File: src/rtl/hazard_ctrl_unit.sv
// hazard_ctrl_unit: load-use, multi-cycle multiply and flush stall/bubble control
// Optional stall statistics counter enabled by defining HDU_STALL_CNT_EN.
`ifndef MULL
`define MULL 6'h18
`endif

module hazard_ctrl_unit #(
    parameter int ADDR_W = 5,
    parameter int OPC_W = 6,
    parameter logic [OPC_W-1:0] MUL_OPC = `MULL,
    parameter int MUL_LAT = 4,
    parameter int CNT_W = 4,
    parameter int STALL_CNT_W = 16
) (
    input  logic                   clock,
    input  logic                   nReset,
    input  logic                   MemReadE,
    input  logic [OPC_W-1:0]       OpCodeE,
    input  logic [ADDR_W-1:0]      RtAddrE,
    input  logic [ADDR_W-1:0]      RsAddrD,
    input  logic [ADDR_W-1:0]      RtAddrD,
    input  logic                   RtUsedD,
    input  logic                   FlushE,
    output logic                   nStall,
    output logic                   BubbleE,
    output logic                   MulBusy,
    output logic [STALL_CNT_W-1:0] StallCount
);

    typedef enum logic [1:0] {IDLE, MUL_BUSY, MUL_DONE} state_t;

    state_t           r_state;
    logic [CNT_W-1:0] r_cnt;
    logic             w_lu;
    logic             w_mul_stall;
    logic             w_nstall;

    // Register zero is never a real load destination, so it cannot create a dependency
    assign w_lu = MemReadE && (RtAddrE != '0) &&
                  ((RtAddrE == RsAddrD) || (RtUsedD && (RtAddrE == RtAddrD)));

    // A flush squashes the E-stage multiply, so it never stalls in that cycle
    assign w_mul_stall = !FlushE && (((r_state == IDLE) && (OpCodeE == MUL_OPC)) ||
                                     (r_state == MUL_BUSY));

    assign w_nstall = FlushE || !(w_lu || w_mul_stall);
    assign nStall   = w_nstall;
    assign BubbleE  = !FlushE && w_lu && !w_mul_stall;
    assign MulBusy  = w_mul_stall;

    // Multiply occupancy FSM: the recognising IDLE cycle plus MUL_LAT-1 busy cycles
    always_ff @(posedge clock or negedge nReset) begin
        if (!nReset) begin
            r_state <= IDLE;
            r_cnt   <= '0;
        end else if (FlushE) begin
            r_state <= IDLE;
            r_cnt   <= '0;
        end else begin
            case (r_state)
                IDLE: if (OpCodeE == MUL_OPC) begin
                    r_state <= (MUL_LAT == 1) ? MUL_DONE : MUL_BUSY;
                    r_cnt   <= CNT_W'(MUL_LAT - 1);
                end
                MUL_BUSY: begin
                    r_cnt   <= r_cnt - 1'b1;
                    r_state <= (r_cnt == CNT_W'(1)) ? MUL_DONE : MUL_BUSY;
                end
                default: r_state <= IDLE;
            endcase
        end
    end

`ifdef HDU_STALL_CNT_EN
    logic [STALL_CNT_W-1:0] r_stall_cnt;

    // Saturating count of clock edges on which the pipeline was held
    always_ff @(posedge clock or negedge nReset) begin
        if (!nReset)
            r_stall_cnt <= '0;
        else if (!w_nstall && (r_stall_cnt != '1))
            r_stall_cnt <= r_stall_cnt + 1'b1;
    end

    assign StallCount = r_stall_cnt;
`else
    assign StallCount = '0;
`endif

endmodule

File: config.mk
export PLATFORM = sky130hd
export DESIGN_NAME = hazard_ctrl_unit
export DESIGN_NICKNAME = d
export VERILOG_FILES = /design/src/rtl/hazard_ctrl_unit.sv
export SDC_FILE = /design/constraint.sdc
export NUM_CORES = 1
export LEC_CHECK = 0
export CORE_ASPECT_RATIO = 1.1
export CORE_MARGIN = 5
export CORE_UTILIZATION = 30
export DETAILED_ROUTE_END_ITERATION = 10
export PLACE_DENSITY = 0.76
export RECOVER_POWER = 100
export REMOVE_ABC_BUFFERS = 1
export SETUP_SLACK_MARGIN = 0.2
export SYNTH_ARGS = -nofsm -noshare
export SYNTH_HDL_FRONTEND = slang
export SYNTH_SLANG_ARGS = --single-unit
File: constraint.sdc
create_clock -name clock -period 1 [get_ports clock]
set_input_delay 0.1 -clock clock [delete_from_list [all_inputs] [get_ports clock]]
set_output_delay 0.1 -clock clock [all_outputs]
set_load 0.01 [all_outputs]
==> run metrics <==
status complete, but fails checks; failing checks setup timing; port buffer count 28; Clk Latency, worst-skew pair 0.25 ns; Max Freq between 700 and 800 MHz; GRT Util Overall approximately an eighth; commonest non-fill, non-tap cells in the layout 16 x conb_1, 14 x buf_4, 12 x dlygate4sd2_1, 10 x xnor2_1, 7 x buf_6; TritonRoute pass-1 iters 3; CP Class in -> out; worst-path fanout max 3; worst path required time 0.90 ns; Critical R2R Capture r_cnt[0]$_DFFE_PN0P_; die width between 50 and 60 microns; htree depth 1; Area Growth Syn to Fin 84.8%; DR iter-0 viols 3; Synth Register Bits 6; leakage power roughly 0.54 nW; crit path max-delay cell type or4_4; CTS max path bufs 2; hold-fix buffers at CTS 0; Top delay family on crit path simple AND/OR/NAND/NOR gates; PnR Total Power 0.742 mW; die area approximately 3000 sq um; Die Span Y approximately 57 microns; Core Util, Final around 57%; Data arrival, critical path about 1.2 ns; ANT nets after route 0; global-route wire length before repair around 2.7 mm; Worst path max stage delay about 0.52 ns; Mapped Avg Cell Area approximately 8.2 sq um; share of cells above drive strength 1 between 40% and 50%; post-synth cell types 24; detailed placer's ending HPWL ~1.4 mm; row count 17; maximum VDD drop 0.430 mV; Synth area leaders dfrtp_1 25%, buf_4 20%, xnor2_1 15%; GRT Residual Overflow 0; CP Cell Sequence buf_8 -> or4_4 -> o21ai_2 -> nor2_1 -> and3b_1 -> buf_6; CP Launch Type input pin; min Tclk post-route between 1 and 1.5 ns; Reg2Reg Launch Point r_state[0]$_DFFE_PN0P_; Buf/Inv on CP 2; clk sink count 6; CTS root buf clkbuf_4; maxcap violations 0; wire length per cell between 10 and 15 microns; final-layout fill cell count roughly 200; Antenna diodes 0; nets roughly 150; final setup fails 9; initial antenna violation count 0; area leader, netlist dfrtp_1; routed via count between 600 and 700; number of global-route vias before repair 679; Placer Congestion roughly 0.8; routed wire length ~1.8 mm; Final Hold Viols 0; Cell Pwr Density between 600 and 700 nW/um^2; Initial Util a little under a third; # IOs 45; placed cell areas approximately 950 sq um; DP Worst Slack -0.990 ns; Seq/Total Area, Yosys 25.1%; clk slew on worst S/H paths approximately 0.040 ns; CTS tree done; setup ws final -0.340 ns; Vias per Instance 4.34; Hold Crit Class in -> async; Mapped Cells 73; Core Area a little under 2000 sq um; most common cell after layout, fill and taps aside conb_1; Netlist Area Pre-Place roughly 600 sq um; crit share post-route 134%; R2R cell count 5; post-route cell area roughly 1100 sq um; Yosys top cell area share between 20% and 30%; largest net degree at the start of global routing 7; synth warn 0; Stages on worst setup path 6; clock skew around 0.0027 ns; Final Max Slew Viols 0; total CTS buffers 3; DRC errors left 0; TNS Setup -1.75 ns; Worst setup EP type primary output; R2R Setup Slk -0.20 ns; unrepaired setup endpoints after global routing yes
-- cell families (layout without fill, tap and decap cells) --
group | Yosys count | after routing | share of synthesized area (%)
adder cells (fa/ha/maj) | 2 | 2 | 4.17
flip-flops | 6 | 6 | 25.1
other | 1 | 16 | 0.626
AND/OR/NAND/NOR | 22 | 22 | 19.2
buffers and inverters | 19 | 53 | 21.9
AO/OA/AOI/OAI | 11 | 11 | 10.6
multiplexers | 2 | 2 | 3.76
XOR/XNOR | 10 | 10 | 14.6
-- worst max path at each step --
stage                      startpoint                   end  slack, ns
3_3_place_gp               OpCodeE[4]               MulBusy      -0.99
6_report                   RtAddrE[4]               BubbleE      -0.34
2_1_floorplan    r_cnt[0]$_DFFE_PN0P_  r_cnt[3]$_DFFE_PN0P_      -0.16
4_1_cts        r_state[0]$_DFFE_PN0P_                nStall      -0.35
3_5_place_dp               OpCodeE[4]               MulBusy      -0.99
5_1_grt        r_state[0]$_DFFE_PN0P_               BubbleE      -0.40
-- metal layers --
layer  track usage [%]  share of wire (%)  vias to the layer above
met1              12.1                 32                      306
li1                  -                  -                      312
met3              3.98                9.8                        2
met5                 0                  0                        -
met2              23.0                 57                       31
met4              5.47               0.87                        0
-- worst register-to-register path, cell delays in order, from the launching register on --
cell,delay (ns)
dfrtp_1,0.40
a21oi_4,0.19
nor2_2,0.06
buf_4,0.14
buf_6,0.11
o211a_1,0.19
-- through the flow --
| stage | hold WS [ns] | instances |
|---|---|---|
| final | 0.178 | 150 |
| after global routing | 0.194 | 150 |
| after CTS | 0.106 | 149 |
| after detailed placement | 0.368 | 141 |
| after global placement | 0.362 | 141 |
| after floorplan | -0.196 | 72 |
-- cell usage after synthesis --
library cell  count
and2_1            1
mux2_2            2
nand3_1           2
or4_1             1
a21oi_1           5
nor4bb_1          1
o211a_1           1
o21ai_1           1
ha_1              2
nand2_1           5
nand4_1           1
xnor2_1          10
and4_1            1
inv_1             3
conb_1            1
nor3_1            2
o22ai_1           1
buf_4            16
nor2b_1           1
dfrtp_1           6
o21a_1            1
and3b_1           1
nor2_1            6
o21ai_0           2
-- registers in the layout (all words and copies together) (netlist names) --
name,flops
r_cnt,4
r_state,2
-- report_power, final --
| group | internal, mW | switching, mW |
|---|---|---|
| clock network | 0.135 | 0.0842 |
| logic | 0.151 | 0.120 |
| registers | 0.248 | 0.00414 |
-- final cells by class --
class / instances / area (sq um) / area share [%]
multi-input combinational: 63 / 485 / 43.8
timing repair buffer: 47 / 402 / 36.3
sequential: 6 / 151 / 13.7
tap: 28 / 35.0 / 3.16
clock buffer: 3 / 22.5 / 2.03
inverter: 3 / 11.3 / 1.02
-- timing repair --
action / in CTS / in global routing
pin swaps: 28 / 15
resized for setup: 63 / 22
cloned: 0 / 0
hold endpoints to repair: 0 / 0
endpoints found under the setup margin: 9 / 9
buffers inserted: 5 / 1
Power figures use the tool's default switching activity.
